===== src/rtl/uart_byte_rx_if.sv =====
// Received-byte output group of uart_byte_rx: byte, valid/frame-error strobes, busy.
interface uart_byte_rx_if;
    logic [7:0] o_data;
    logic       o_valid;
    logic       o_frame_err;
    logic       o_busy;

    modport master (output o_data, o_valid, o_frame_err, o_busy);
    modport slave  (input  o_data, o_valid, o_frame_err, o_busy);
endinterface


===== src/rtl/uart_byte_rx.sv =====
// 8N1 UART receiver with 2-FF input synchroniser and one-cycle byte/frame-error strobes.
// Define UART_RX_MAJORITY_EN for 2-of-3 majority sampling around each decision edge.
module uart_byte_rx #(
    parameter int CLK_FREQ = 50_000_000,
    parameter int BAUD     = 115_200
) (
    input  logic           i_clk,
    input  logic           i_rst,
    input  logic           i_rx,
    uart_byte_rx_if.master rx_out
);

    localparam int N  = CLK_FREQ / BAUD;
    localparam int H  = N / 2;
    localparam int CW = $clog2(N);

    localparam logic [CW-1:0] HALF_LAST = CW'(H - 1);
    localparam logic [CW-1:0] BIT_LAST  = CW'(N - 1);

    if (N < 8) begin : g_n_check
        $error("uart_byte_rx: CLK_FREQ/BAUD must be at least 8");
    end

    typedef enum logic [2:0] {
        IDLE,
        START,
        DATA,
        STOP,
        BRK
    } state_t;

    state_t        state_q, state_d;
    logic [CW-1:0] cnt_q, cnt_d;
    logic [2:0]    bitn_q, bitn_d;
    logic [7:0]    sh_q, sh_d;
    logic [7:0]    data_q, data_d;
    logic          valid_q, valid_d;
    logic          ferr_q, ferr_d;
    logic          s1, s2;
    logic          smp;

    always_ff @(posedge i_clk) begin
        if (i_rst) begin
            s1 <= 1'b1;
            s2 <= 1'b1;
        end else begin
            s1 <= i_rx;
            s2 <= s1;
        end
    end

`ifdef UART_RX_MAJORITY_EN
    // Free-running history: at a decision edge it holds s2 from the two preceding edges.
    logic [1:0] hist;

    always_ff @(posedge i_clk) begin
        if (i_rst) hist <= '1;
        else       hist <= {hist[0], s2};
    end

    assign smp = (hist[1] & hist[0]) | (hist[1] & s2) | (hist[0] & s2);
`else
    assign smp = s2;
`endif

    always_ff @(posedge i_clk) begin
        if (i_rst) begin
            state_q <= IDLE;
            cnt_q   <= '0;
            bitn_q  <= '0;
            sh_q    <= '0;
            data_q  <= '0;
            valid_q <= 1'b0;
            ferr_q  <= 1'b0;
        end else begin
            state_q <= state_d;
            cnt_q   <= cnt_d;
            bitn_q  <= bitn_d;
            sh_q    <= sh_d;
            data_q  <= data_d;
            valid_q <= valid_d;
            ferr_q  <= ferr_d;
        end
    end

    always_comb begin
        state_d = state_q;
        cnt_d   = cnt_q + CW'(1);
        bitn_d  = bitn_q;
        sh_d    = sh_q;
        data_d  = data_q;
        valid_d = 1'b0;
        ferr_d  = 1'b0;
        unique case (state_q)
            IDLE: begin
                cnt_d = '0;
                if (!s2) state_d = START;
            end
            START: begin
                if (cnt_q == HALF_LAST) begin
                    cnt_d = '0;
                    if (smp) begin
                        state_d = IDLE;
                    end else begin
                        state_d = DATA;
                        bitn_d  = '0;
                    end
                end
            end
            DATA: begin
                if (cnt_q == BIT_LAST) begin
                    cnt_d  = '0;
                    sh_d   = {smp, sh_q[7:1]};
                    bitn_d = bitn_q + 3'd1;
                    if (bitn_q == 3'd7) state_d = STOP;
                end
            end
            STOP: begin
                if (cnt_q == BIT_LAST) begin
                    cnt_d = '0;
                    if (smp) begin
                        data_d  = sh_q;
                        valid_d = 1'b1;
                        state_d = IDLE;
                    end else begin
                        ferr_d  = 1'b1;
                        state_d = BRK;
                    end
                end
            end
            BRK: begin
                // A held-low line must rise before a new start edge is looked for.
                cnt_d = '0;
                if (s2) state_d = IDLE;
            end
            default: begin
                cnt_d   = '0;
                state_d = IDLE;
            end
        endcase
    end

    assign rx_out.o_data      = data_q;
    assign rx_out.o_valid     = valid_q;
    assign rx_out.o_frame_err = ferr_q;
    assign rx_out.o_busy      = (state_q != IDLE);

endmodule


===== src/flat_wrapper.sv =====
// flat-port wrapper written by rule: the top's interface ports become plain ports
module uart_byte_rx_flat 
#(
    parameter int CLK_FREQ = 50_000_000,
    parameter int BAUD     = 115_200
)
  (i_clk, i_rst, i_rx, rx_out_o_data, rx_out_o_valid, rx_out_o_frame_err, rx_out_o_busy);
  uart_byte_rx_if rx_out_i ();
  input  logic i_clk;
  input  logic i_rst;
  input  logic i_rx;
  output wire logic [$bits(rx_out_i.o_data)-1:0] rx_out_o_data;
  output wire logic [$bits(rx_out_i.o_valid)-1:0] rx_out_o_valid;
  output wire logic [$bits(rx_out_i.o_frame_err)-1:0] rx_out_o_frame_err;
  output wire logic [$bits(rx_out_i.o_busy)-1:0] rx_out_o_busy;
  assign rx_out_o_data = rx_out_i.o_data;
  assign rx_out_o_valid = rx_out_i.o_valid;
  assign rx_out_o_frame_err = rx_out_i.o_frame_err;
  assign rx_out_o_busy = rx_out_i.o_busy;
  uart_byte_rx #(.CLK_FREQ(CLK_FREQ), .BAUD(BAUD)) u_core (.i_clk(i_clk), .i_rst(i_rst), .i_rx(i_rx), .rx_out(rx_out_i));
endmodule

===== config.mk =====
export PLATFORM = sky130hd
export DESIGN_NAME = uart_byte_rx_flat
export DESIGN_NICKNAME = d
export VERILOG_FILES = /design/src/rtl/uart_byte_rx_if.sv /design/src/rtl/uart_byte_rx.sv /design/src/flat_wrapper.sv
export SDC_FILE = /design/constraint.sdc
export NUM_CORES = 1
export LEC_CHECK = 0
export CELL_PAD_IN_SITES_DETAIL_PLACEMENT = 1
export CELL_PAD_IN_SITES_GLOBAL_PLACEMENT = 2
export CORE_ASPECT_RATIO = 0.8
export CORE_MARGIN = 3
export CORE_UTILIZATION = 32
export CTS_CLUSTER_SIZE = 10
export DETAILED_ROUTE_END_ITERATION = 16
export PLACE_DENSITY_LB_ADDON = 0.3
export SLEW_MARGIN = 10
export SYNTH_ARGS = -nofsm -noshare
export SYNTH_HDL_FRONTEND = slang
export SYNTH_SLANG_ARGS = --single-unit

===== constraint.sdc =====
create_clock -name i_clk -period 1.4 [get_ports i_clk]
set_input_delay 0.28 -clock i_clk [delete_from_list [all_inputs] [get_ports i_clk]]
set_output_delay 0.28 -clock i_clk [all_outputs]
set_load 0.02 [all_outputs]

# Word-level counts from Yosys, hierarchy flattened
# Index checks and enable logic that the tools add are counted.
[totals] output_inout_bits=11 word_cells=54 register_bits=35 in_bits=3
[op_classes] n_addsub=2 n_mux=18 bitwise_logic=2 n_eq_ne=14 n_reduce_logical=9
[ops] operator="two-way mux 3 bit" n=10
[ops] operator="two-way mux 9 bit" n=2
[ops] operator="one-hot mux 9 bit (2 select lines)" n=1
[ops] operator="one-hot mux 3 bit (5 select lines)" n=1
[ops] operator="inequality test 2 x 1 -> 1 bit, second input constant" n=5
[ops] operator="adder 9 x 1 -> 9 bit, second input constant" n=1
[ops] operator="equality test 9 x 8 -> 1 bit, second input constant" n=1
[ops] operator="equality test 9 bit, second input constant" n=1
[ops] operator="equality test 3 x 2 -> 1 bit, second input constant" n=2
[ops] operator="equality test 3 bit, second input constant" n=2
[ops] operator="one-hot mux 3 bit (2 select lines)" n=1
[ops] operator="AND reduction 6 bit" n=1
[ops] operator="inequality test 2 bit, second input constant" n=2
[ops] operator="AND reduction 4 bit" n=1
[ops] operator="adder 3 x 1 -> 3 bit, second input constant" n=1
[ops] operator="equality test 3 x 1 -> 1 bit, second input constant" n=1
[ops] operator="zero test 3 bit" n=1
[ops] operator="AND reduction 3 bit" n=1
[ops] operator="nonzero test 3 bit" n=1
[ops] operator="OR reduction 3 bit" n=1
[ops] operator="two-way mux 1 bit" n=2
[ops] operator="two-way mux 2 bit" n=1
[ops] operator="inverter 1 bit" n=2
[ops] operator="AND reduction 2 bit" n=1
[ops] operator="2 further kinds" n=2

# Depth between registers and ports, before layout
# Gate-level depths: netlist of the first run.
[logic_depth] ltp_word=4 ltp_mapped=7 ltp_nobuf=6

# Worst setup path after synthesis of the first run
# OpenSTA, ideal clock, no wires.
[synth_path] path_type="reg-to-reg" from="register u_core.cnt_q[0]" to="register u_core.data_q[6] (netlist: u_core.rx_out.o_data[6])" t_arrival_ps=1349 setup_slack_ps=-76 path_stages_with_launch=7 setup_time_ps=128 synth_period_minus_slack_ps=1476 path_cell_list="dfxtp_1 > ha_1 > and4bb_4 > and3_2 > buf_6 > mux2i_1 > nor2_1"
[synth_via] elab_chain_len=2
[synth_rtl] item="from (decl)" line="uart_byte_rx.sv:33" source="logic [CW-1:0] cnt_q, cnt_d;"
[synth_rtl] item="from (signal assigned)" line="uart_byte_rx.sv:77" source="cnt_q <= cnt_d;"
[synth_rtl] item="equality test 9 bit" line="uart_byte_rx.sv:119" source="if (cnt_q == BIT_LAST) begin"
[synth_rtl] item="AND reduction 3 bit (no line)"
[synth_rtl] item="to (signal assigned)" line="uart_byte_rx.sv:80" source="data_q <= data_d;"
[synth_rtl] item="to (decl)" line="uart_byte_rx.sv:36" source="logic [7:0] data_q, data_d;"
# Every way passes these cells.
# A chain may end at the register's enable or synchronous reset.

# Final worst setup path of the first run
[layout_path] from="register u_core.cnt_q[1]" to="register u_core.sh_q[6]"
[layout_via] elab_chain_len=2
[layout_rtl] item="equality test 9 bit" line="uart_byte_rx.sv:111" source="if (cnt_q == BIT_LAST) begin"
[layout_rtl] item="AND reduction 2 bit (no line)"
[layout_rtl] item="to (signal assigned)" line="uart_byte_rx.sv:71" source="sh_q <= '0;"
[layout_rtl] item="to (signal assigned)" line="uart_byte_rx.sv:79" source="sh_q <= sh_d;"
[layout_rtl] item="to (decl)" line="uart_byte_rx.sv:35" source="logic [7:0] sh_q, sh_d;"
# Every way passes these cells.

==> qor.csv, run 1 <==
stage;metric;value;unit
sta;RSZ-0062 raised after global routing;true;
critical_path;crit path DAT;1.68;ns
clock_network;Max H-tree Level;2;
critical_path;Worst R2R Start;u_core.cnt_q[1]$_SDFF_PP0_;
critical_path;startpoint types;register;
global_route;global route overflow;0;
sta;relative max-transition margin;0.765;
sta;Max Slew Vio Count;0;
sta;final setup fails;31;
sta;Final Hold Vio Count;0;
power_and_ir_drop;P_sw;0.469;mW
cells_and_area;Filler cells;501;
synth;number of synthesized register bits;35;
route;DRT Wirelength;3.75;mm
worst_hold_path;class of the worst hold path;reg -> reg;
power_and_ir_drop;Comb pwr share;0.075;
power_and_ir_drop;Max rail drop VDD;0.000436;V
power_and_ir_drop;total power;1.88;mW
global_route;largest net degree at the start of global routing;18;
synth;Syn Nets;160;
floorplan;Core ar.;0.00436;mm2
power_and_ir_drop;Flop pwr share;0.538;
route;post-route ant nets;0;
cells_and_area;most frequent cells in the layout;32 x dfxtp_1, 22 x nor2_1, 17 x buf_4;
clock_network;Reg clk slew, reported paths;0.07;ns
clock_network;CTS tree;done;
cells_and_area;area added between synthesis and finish;38.6;%
floorplan;Die W;82.6;um
clock_network;Clock Root Buffer;clkbuf_8;
power_and_ir_drop;cell-internal power;1.41;mW
power_and_ir_drop;Net Sw Frac;0.249;
global_route;vias in the first global route;1301;
floorplan;die area;0.00556;mm2
clock_network;CTS max path bufs;2;
route;DR vias;1184;
clock_network;Hold Buf Count CTS;0;
critical_path;Critical Path RT;1.58;ns
synth;post-synthesis cell area;0.00150;mm2
sta;clock skew;0.00605;ns
synth;Synth Flop Type;dfxtp_1;
critical_path;FF-to-FF End;u_core.sh_q[6]$_SDFFE_PP0P_;
critical_path;Setup crit end;u_core.sh_q[6]$_SDFFE_PP0P_;
run;maxcap violations;0;
power_and_ir_drop;clock share of power;0.387;
clock_network;total CTS buffers;5;
synth;EDFF count, synth;0;
cells_and_area;post-route non-filler standard cell count;248;
critical_path;Setup CP Type;reg -> reg;
clock_network;clk_lat worst skew;0.29;ns
synth;Async SR Flop Fraction;0;
placed_design;routability congestion estimate;0.812;
placed_design;post-DP HPWL;2.54;mm
sta;Worst-Margin Slew;0.351;ns
run_status;status;complete, but fails checks;
run_status;failing checks;setup timing;
route;DRC viols;0;
floorplan;Site Rows;21;
cells_and_area;footprint of the multi-input gates;865;um2
global_route;first-pass GRT wire length;6.24;mm
critical_path;FF-to-FF path depth;7;
power_and_ir_drop;static leakage;0.867;nW
route;drt wl/cell;15.1;um
floorplan;# IOs;14;
route;Iteration-0 DRC Markers;38;
critical_path;worst-path fanout max;8;
synth;yosys warns;0;
sta;Max Fclk;0.668;GHz
cells_and_area;Inserted Diodes;0;
critical_path;reg-to-reg setup timing slack;-0.1;ns
placed_design;I/O Buffers;13;
clock_network;clock sink total;35;
synth;Gate Count Post-Synth;152;
route;Vias/cell;4.77;
global_route;total track usage;0.153;
sta;crit share post-route;1.07;
synth;post-synthesis cell type count;34;
critical_path;Setup crit end kind;register;
synth;Avg Inst Size Synth;9.89;um2
sta;Final WS setup;-0.0966;ns
sta;Tmin final;1.50;ns
floorplan;starting density of the core;0.345;
placed_design;dpl cells;235;
cells_and_area;nets;198;
power_and_ir_drop;PwrDens;904;mW/mm2
cells_and_area;layout cells sized above 1;0.361;
global_route;initial antenna violation count;0;
floorplan;DIE HEIGHT;67.3;um
synth;Seq/Total Area, Yosys;0.466;
route;Pre-antenna DRT Iters;4;
critical_path;CP startpoint;u_core.cnt_q[1]$_SDFF_PP0_;
cells_and_area;most common cell after layout, fill and taps aside;dfxtp_1;
cells_and_area;FF/Latch Area;707;um2
worst max-delay path, cell delays in order, from the launching register on:
cell and delay (ns):
dfxtp_2 0.34, inv_4 0.06, ha_4 0.12, and4bb_4 0.31, nand4_4 0.16, buf_12 0.19, mux2i_1 0.15, nor2_1 0.06
cell families after synthesis:
logic type      Yosys count  share of synthesized area
simple gates             63                      0.232
flops                    35                      0.466
mux                      16                      0.107
compound gates           13                     0.0633
buf+inv                  13                     0.0491
xor+xnor                  7                     0.0408
fa+ha+maj                 5                     0.0416
metal layers:
layer  wire length (um)  global-route usage  vias to the layer above  share of wire
met5                  0                   0                        -              0
met4                 38              0.0571                        0          0.010
met3                108              0.0400                        5          0.029
met2               1910               0.253                       13           0.51
met1               1700               0.191                      570           0.45
li1                   -                   -                      596              -
layout make-up:
type	instances	area share
repair buffers	36	0.155
multi-input cells	105	0.415
clock inverters	3	0.00961
flip-flops and latches	35	0.339
well taps	57	0.0342
clock buffers	5	0.0330
inverters	7	0.0138
cell usage after synthesis, types with 2 or more instances:
library cell	instances	area, um2
a211oi_1	2	15.0
a21oi_1	2	10.0
and3_2	2	15.0
buf_6	2	22.5
clkbuf_1	3	11.3
dfxtp_1	35	701
ha_1	5	62.6
inv_1	7	26.3
mux2i_1	16	160
nand2_1	4	15.0
nand2b_1	4	25.0
nand3_1	4	20.0
nand4_1	3	18.8
nor2_1	31	116
nor2b_1	2	12.5
nor3_1	2	10.0
o21a_1	2	15.0
o32ai_1	2	17.5
or2_2	2	12.5
or3_1	3	18.8
xnor2_1	5	43.8
xor2_1	2	17.5
timing repair:
item / in CTS / in global routing
pin swaps: 12 / 16
resized for setup: 35 / 17
buffers inserted: 1 / 3
endpoints found under the hold margin: 0 / 0
cloned: 1 / 0
endpoints found under the setup margin: 42 / 32
stage by stage:
| stage | area, um2 | setup slack [ns] | util | hold slack, ns | TNS, ns |
|---|---|---|---|---|---|
| floorplan | 1520 | -0.0282 | - | 0.384 | -0.225 |
| global placement | 1830 | -0.0807 | 0.420 | 0.401 | -1.22 |
| detailed placement | 1830 | -0.148 | 0.420 | 0.418 | -2.39 |
| CTS | 2000 | -0.103 | 0.459 | 0.452 | -1.44 |
| global route | 2080 | -0.182 | 0.478 | 0.478 | -3.90 |
| finish | 2080 | -0.0966 | 0.478 | 0.453 | -1.49 |
sequential cells by signal, indices dropped and copies added (netlist names):
| signal | count |
|---|---|
| u_core.bitn_q | 3 |
| u_core.cnt_q | 9 |
| u_core.rx_out.o_data | 8 |
| u_core.rx_out.o_frame_err | 1 |
| u_core.rx_out.o_valid | 1 |
| u_core.s1 | 1 |
| u_core.s2 | 1 |
| u_core.sh_q | 8 |
| u_core.state_q | 3 |
power by group through the flow:
stage | combinational, mW | clock (mW) | sequential, mW
after floorplan | 0.0573 | 0 | 1.04
after global placement | 0.107 | 0 | 1.03
after detailed placement | 0.113 | 0 | 1.03
after CTS | 0.124 | 0.748 | 1.01
after global routing | 0.158 | 0.789 | 1.01
final | 0.141 | 0.729 | 1.01
how the worst min path moves through the flow:
| stage | start | end | slack (ns) | cells past startpoint |
|---|---|---|---|---|
| floorplan | i_rx | u_core.s1$_SDFF_PP1_ | 0.38 | 1 |
| global placement | u_core.s1$_SDFF_PP1_ | u_core.s2$_SDFF_PP1_ | 0.40 | 1 |
| detailed placement | u_core.s1$_SDFF_PP1_ | u_core.s2$_SDFF_PP1_ | 0.42 | 1 |
| CTS | u_core.s1$_SDFF_PP1_ | u_core.s2$_SDFF_PP1_ | 0.45 | 1 |
| global route | u_core.s1$_SDFF_PP1_ | u_core.s2$_SDFF_PP1_ | 0.48 | 1 |
| finish | u_core.s1$_SDFF_PP1_ | u_core.s2$_SDFF_PP1_ | 0.45 | 1 |
Note: power is estimated with default switching activity, not from simulation.
==> inputs of run 2 (changes only) <==
CAP_MARGIN = 15   (was not set)
SKIP_LAST_GASP = 1   (was not set)
==> run 2 against run 1 <==
Effect of this change:
- non-clock buffer count unchanged
- via count about the same
- power about the same
- combinational power about the same
- critical path type unchanged
- the run still ends with setup timing left
- cell count unchanged
- sequential power about the same
==> qor.csv, run 2 (synthesized netlist as in run 1, its figures left out) <==
stage;metric;value;unit
worst_hold_path;Worst Min Path Start;u_core.s1$_SDFF_PP1_;
route;Vias/cell;4.78;
critical_path;Critical Path RT;1.58;ns
power_and_ir_drop;clock share of power;0.387;
power_and_ir_drop;Max rail drop VDD;0.000436;V
clock_network;Max H-tree Level;2;
route;Pre-antenna DRT Iters;4;
floorplan;Die W;82.6;um
global_route;first-pass GRT wire length;6.24;mm
route;drt wl/cell;15.1;um
power_and_ir_drop;Flop pwr share;0.538;
sta;Final WS setup;-0.0972;ns
global_route;global route overflow;0;
critical_path;Setup crit end kind;register;
floorplan;starting density of the core;0.345;
critical_path;Setup CP Type;reg -> reg;
floorplan;die area;0.00556;mm2
sta;relative max-transition margin;0.766;
power_and_ir_drop;Net Sw Frac;0.249;
clock_network;Reg clk slew, reported paths;0.07;ns
power_and_ir_drop;static leakage;0.867;nW
placed_design;dpl cells;235;
power_and_ir_drop;cell-internal power;1.41;mW
critical_path;Worst R2R Start;u_core.cnt_q[1]$_SDFF_PP0_;
cells_and_area;FF/Latch Area;707;um2
global_route;total track usage;0.153;
clock_network;CTS tree;done;
cells_and_area;post-route non-filler standard cell count;248;
cells_and_area;Filler cells;501;
floorplan;DIE HEIGHT;67.3;um
power_and_ir_drop;PwrDens;904;mW/mm2
run_status;status;complete, but fails checks;
run;maxcap violations;0;
sta;Worst-Margin Slew;0.351;ns
placed_design;routability congestion estimate;0.812;
sta;Final Hold Vio Count;0;
global_route;initial antenna violation count;0;
sta;Max Slew Vio Count;0;
clock_network;total CTS buffers;5;
clock_network;Clock Root Buffer;clkbuf_8;
cells_and_area;footprint of the multi-input gates;865;um2
cells_and_area;most frequent cells in the layout;32 x dfxtp_1, 22 x nor2_1, 17 x buf_4;
cells_and_area;layout cells sized above 1;0.361;
floorplan;Core ar.;0.00436;mm2
cells_and_area;most common cell after layout, fill and taps aside;dfxtp_1;
clock_network;CTS max path bufs;2;
global_route;vias in the first global route;1301;
placed_design;I/O Buffers;13;
sta;RSZ-0062 raised after global routing;true;
route;Iteration-0 DRC Markers;37;
power_and_ir_drop;Comb pwr share;0.075;
critical_path;startpoint types;register;
sta;Max Fclk;0.668;GHz
cells_and_area;area added between synthesis and finish;38.6;%
clock_network;Hold Buf Count CTS;0;
worst_hold_path;class of the worst hold path;reg -> reg;
sta;crit share post-route;1.07;
floorplan;Site Rows;21;
sta;Tmin final;1.50;ns
sta;clock skew;0.00631;ns
placed_design;post-DP HPWL;2.54;mm
route;DRC viols;0;
floorplan;# IOs;14;
sta;worst hold margin;0.453;ns
critical_path;CP startpoint;u_core.cnt_q[1]$_SDFF_PP0_;
route;post-route ant nets;0;
critical_path;worst-path fanout max;8;
route;DRT Wirelength;3.75;mm
clock_network;clk_lat worst skew;0.29;ns
critical_path;crit path DAT;1.68;ns
sta;final setup fails;31;
route;DR vias;1185;
global_route;largest net degree at the start of global routing;18;
cells_and_area;max reg flops;9;
run_status;failing checks;setup timing;
cells_and_area;Top reg by flops;u_core.cnt_q;
clock_network;clock sink total;35;
cells_and_area;nets;198;
cells_and_area;Inserted Diodes;0;
power_and_ir_drop;P_sw;0.468;mW
run 2: cell types whose count changed in the layout (fill, tap and decap cells not counted):
| cell | delta |
|---|---|
| o21ai_1 | -1 |
| o21ai_0 | +1 |
run 2: area by class of cell:
type,instances,share of cell area
Timing Repair Buffer,36,0.155
Sequential cell,35,0.339
Tap cell,57,0.0342
Inverter,7,0.0138
Clock buffer,5,0.0330
Clock inverter,3,0.00961
Multi-Input combinational cell,105,0.415
run 2: power groups by stage:
stage / Combinational, mW / Clock, mW / Sequential, mW
after global routing: 0.158 / 0.789 / 1.01
after floorplan: 0.0573 / 0 / 1.04
after CTS: 0.127 / 0.748 / 1.01
after detailed placement: 0.113 / 0 / 1.03
after global placement: 0.107 / 0 / 1.03
final: 0.141 / 0.729 / 1.01
run 2: stage by stage:
step / cell area [um2] / total power [mW] / setup TNS [ns] / worst slack [ns] / util
after CTS: 2010 / 1.89 / -1.54 / -0.115 / 0.460
after floorplan: 1520 / 1.10 / -0.225 / -0.0282 / -
after global routing: 2080 / 1.96 / -3.91 / -0.195 / 0.478
after global placement: 1830 / 1.14 / -1.22 / -0.0807 / 0.420
final: 2080 / 1.88 / -1.53 / -0.0972 / 0.478
after detailed placement: 1830 / 1.15 / -2.39 / -0.148 / 0.420
run 2: path summary, 6_finish.rpt:
path                                               endpoint  slack (ns)  depth (start not counted)
worst max-delay path            u_core.sh_q[6]$_SDFFE_PP0P_        -0.1                          7
worst min-delay path                   u_core.s2$_SDFF_PP1_        0.45                          1
worst max register to register  u_core.sh_q[6]$_SDFFE_PP0P_        -0.1                          7
worst min register to register         u_core.s2$_SDFF_PP1_        0.45                          1
run 2: worst max-delay path, cell delays in order (launching register included):
cell	delay, ns
dfxtp_2	0.34
inv_4	0.06
ha_4	0.12
and4bb_4	0.31
nand4_4	0.16
buf_12	0.19
mux2i_1	0.15
nor2_1	0.06
run 2: timing repair:
action | 4_1_cts | 5_1_grt
gates resized for setup | 33 | 18
pin swaps | 12 | 16
endpoints found under the hold margin | 0 | 0
buffers inserted | 1 | 3
gates cloned | 1 | 0
setup endpoints to repair | 42 | 32
run 2: layer usage:
layer  GRT usage  up-vias  wire length [um]
met5           0        -                 0
met4      0.0571        0                38
met3      0.0400        5               108
met2       0.253       13              1900
met1       0.191      570              1700
li1            -      597                 -
==> inputs of run 3 (changes only) <==
GPL_TIMING_DRIVEN = 0   (was not set)
==> run 3 against run 2 <==
Effect of this change:
- the run still ends with setup timing left
- cell count is 5.6% lower
- critical path depth is 5 lower
- global-route usage is 0.85 points lower
- utilization is 3.8 points lower
- die area stayed put
- clock power is 25% higher
- routed wire length is 6.4% lower
- setup slack worse by 0.0038 ns
- critical path type is now reg -> out
- critical endpoint is now rx_out_o_busy
- largest cell class unchanged
- largest power group unchanged
- highest routed layer unchanged
==> qor.csv, run 3 (synthesized netlist as in run 1, its figures left out) <==
stage;metric;value;unit
run_status;status;complete, but fails checks;
run_status;failing checks;setup timing;
power_and_ir_drop;static leakage;0.778;nW
placed_design;area post-placement;0.00172;mm2
route;Iteration-0 DRC Markers;29;
cells_and_area;area added between synthesis and finish;27.5;%
clock_network;Max H-tree Level;2;
route;DRC viols;0;
clock_network;Clock Root Buffer;clkbuf_8;
sta;Final WS setup;-0.101;ns
route;Pre-antenna DRT Iters;4;
clock_network;clk_lat worst skew;0.28;ns
sta;Max Slew Vio Count;0;
floorplan;Site Rows;21;
clock_network;total CTS buffers;5;
critical_path;CP startpoint;u_core.state_q[0]$_SDFFE_PP0P_;
cells_and_area;final core occ;0.439;
cells_and_area;FF/Latch Area;706;um2
cells_and_area;post-route non-filler standard cell count;234;
clock_network;Reg clk slew, reported paths;0.07;ns
worst_hold_path;class of the worst hold path;in -> reg;
route;Vias/cell;4.86;
floorplan;DIE HEIGHT;67.3;um
sta;relative max-transition margin;0.622;
placed_design;dpl cells;221;
floorplan;Core ar.;0.00436;mm2
critical_path;Setup crit end kind;output pin;
cells_and_area;max reg flops;9;
critical_path;Critical Path RT;1.12;ns
placed_design;routability congestion estimate;0.753;
sta;Final Hold Vio Count;0;
route;drt wl/cell;15.0;um
sta;crit share post-route;1.07;
cells_and_area;Inserted Diodes;0;
global_route;initial antenna violation count;0;
route;post-route ant nets;0;
global_route;vias in the first global route;1243;
cells_and_area;layout cells sized above 1;0.237;
critical_path;Slowest-stage cell, CP;dfxtp_1;
floorplan;die area;0.00556;mm2
clock_network;CTS max path bufs;2;
cells_and_area;footprint of the multi-input gates;827;um2
floorplan;starting density of the core;0.345;
sta;Max Fclk;0.666;GHz
placed_design;I/O Buffers;12;
critical_path;Setup CP Type;reg -> out;
critical_path;startpoint types;register;
critical_path;crit-path cells;or3_1 > buf_2;
global_route;largest net degree at the start of global routing;13;
run;maxcap violations;0;
cells_and_area;most common cell after layout, fill and taps aside;dfxtp_1;
worst_hold_path;worst hold path depth;2;
floorplan;Die W;82.6;um
critical_path;CP peak stage delay;0.40;ns
placed_design;post-DP HPWL;2.25;mm
clock_network;clock sink total;35;
critical_path;crit path DAT;1.22;ns
sta;Worst-Margin Slew;0.567;ns
power_and_ir_drop;PwrDens;1060;mW/mm2
sta;clock skew;0.00333;ns
cells_and_area;most frequent cells in the layout;33 x dfxtp_1, 31 x nor2_1, 16 x mux2i_1;
critical_path;FF-to-FF path depth;6;
critical_path;worst-path fanout max;9;
cells_and_area;Top reg by flops;u_core.cnt_q;
global_route;global route overflow;0;
cells_and_area;Final Instance Area;0.00192;mm2
power_and_ir_drop;Max rail drop VDD;0.000499;V
cells_and_area;Filler cells;518;
sta;Tmin final;1.50;ns
global_route;total track usage;0.144;
route;DRT Wirelength;3.51;mm
worst_hold_path;Worst Min Path Start;i_rst;
sta;worst hold margin;0.365;ns
clock_network;CTS tree;done;
sta;final setup fails;31;
floorplan;# IOs;14;
sta;RSZ-0062 raised after global routing;true;
global_route;first-pass GRT wire length;6.00;mm
cells_and_area;nets;184;
critical_path;Worst R2R Start;u_core.cnt_q[1]$_SDFF_PP0_;
route;DR vias;1137;
run 3: cell types whose count changed in the layout (fill, tap and decap cells not counted), moves of 2 or more:
| cell | before | now |
|---|---|---|
| buf_4 | 17 | 4 |
| nor2_1 | 22 | 31 |
| buf_6 | 6 | 0 |
| nor2_2 | 5 | 0 |
| nor2_4 | 4 | 0 |
| clkbuf_1 | 0 | 3 |
| clkinvlp_4 | 2 | 0 |
| nand2_4 | 2 | 0 |
run 3: worst paths after layout:
check	slack, ns	endpoint
setup / recovery	-0.10	rx_out_o_busy
setup reg to reg	-0.09	u_core.bitn_q[0]$_SDFFE_PP0P_
hold reg to reg	0.42	u_core.s2$_SDFF_PP1_
hold / removal	0.36	u_core.rx_out.o_valid$_SDFF_PP0_
run 3: layer usage:
metal	global-route usage	wire, um	up-vias
met3	0.0427	137	5
met2	0.235	1670	17
li1	-	-	567
met5	0	0	-
met1	0.183	1670	548
met4	0.0469	34	0
run 3: report_power, final:
part	internal (mW)	total [mW]	switching (mW)	leakage, nW
combinational	0.0401	0.101	0.0611	0.437
clock	0.530	0.911	0.380	0.0581
sequential	1.00	1.02	0.0162	0.284
run 3: layout make-up:
class	instances	share of cell area
multi-input cells	106	0.432
flip-flops and latches	35	0.368
repair buffers	16	0.0692
well taps	57	0.0372
clock buffers	5	0.0359
clock inverters	3	0.0229
plain buffers	5	0.0209
inverters	7	0.0137
run 3: through the flow:
stage / power (mW) / setup WS (ns) / setup TNS [ns]
2_1_floorplan: 1.10 / -0.0282 / -0.225
3_3_place_gp: 1.12 / -0.159 / -1.88
3_5_place_dp: 1.12 / -0.194 / -2.99
4_1_cts: 2.06 / -0.109 / -1.78
5_1_grt: 2.12 / -0.180 / -4.33
6_report: 2.03 / -0.101 / -1.52
run 3: what timing repair did:
| action | in CTS | in global routing |
|---|---|---|
| buffers inserted | 4 | 0 |
| pin swaps | 4 | 13 |
| setup endpoints to repair | 41 | 32 |
| hold buffers | 0 | 0 |
| gates cloned | 2 | 0 |
| resized for setup | 21 | 8 |
run 3: critical path: cells and delay by family, from the launching register on:
family | cells | cell delay [ns]
and+or+nand+nor | 1 | 0.37
buffers and inverters | 1 | 0.16
DFF | 1 | 0.40
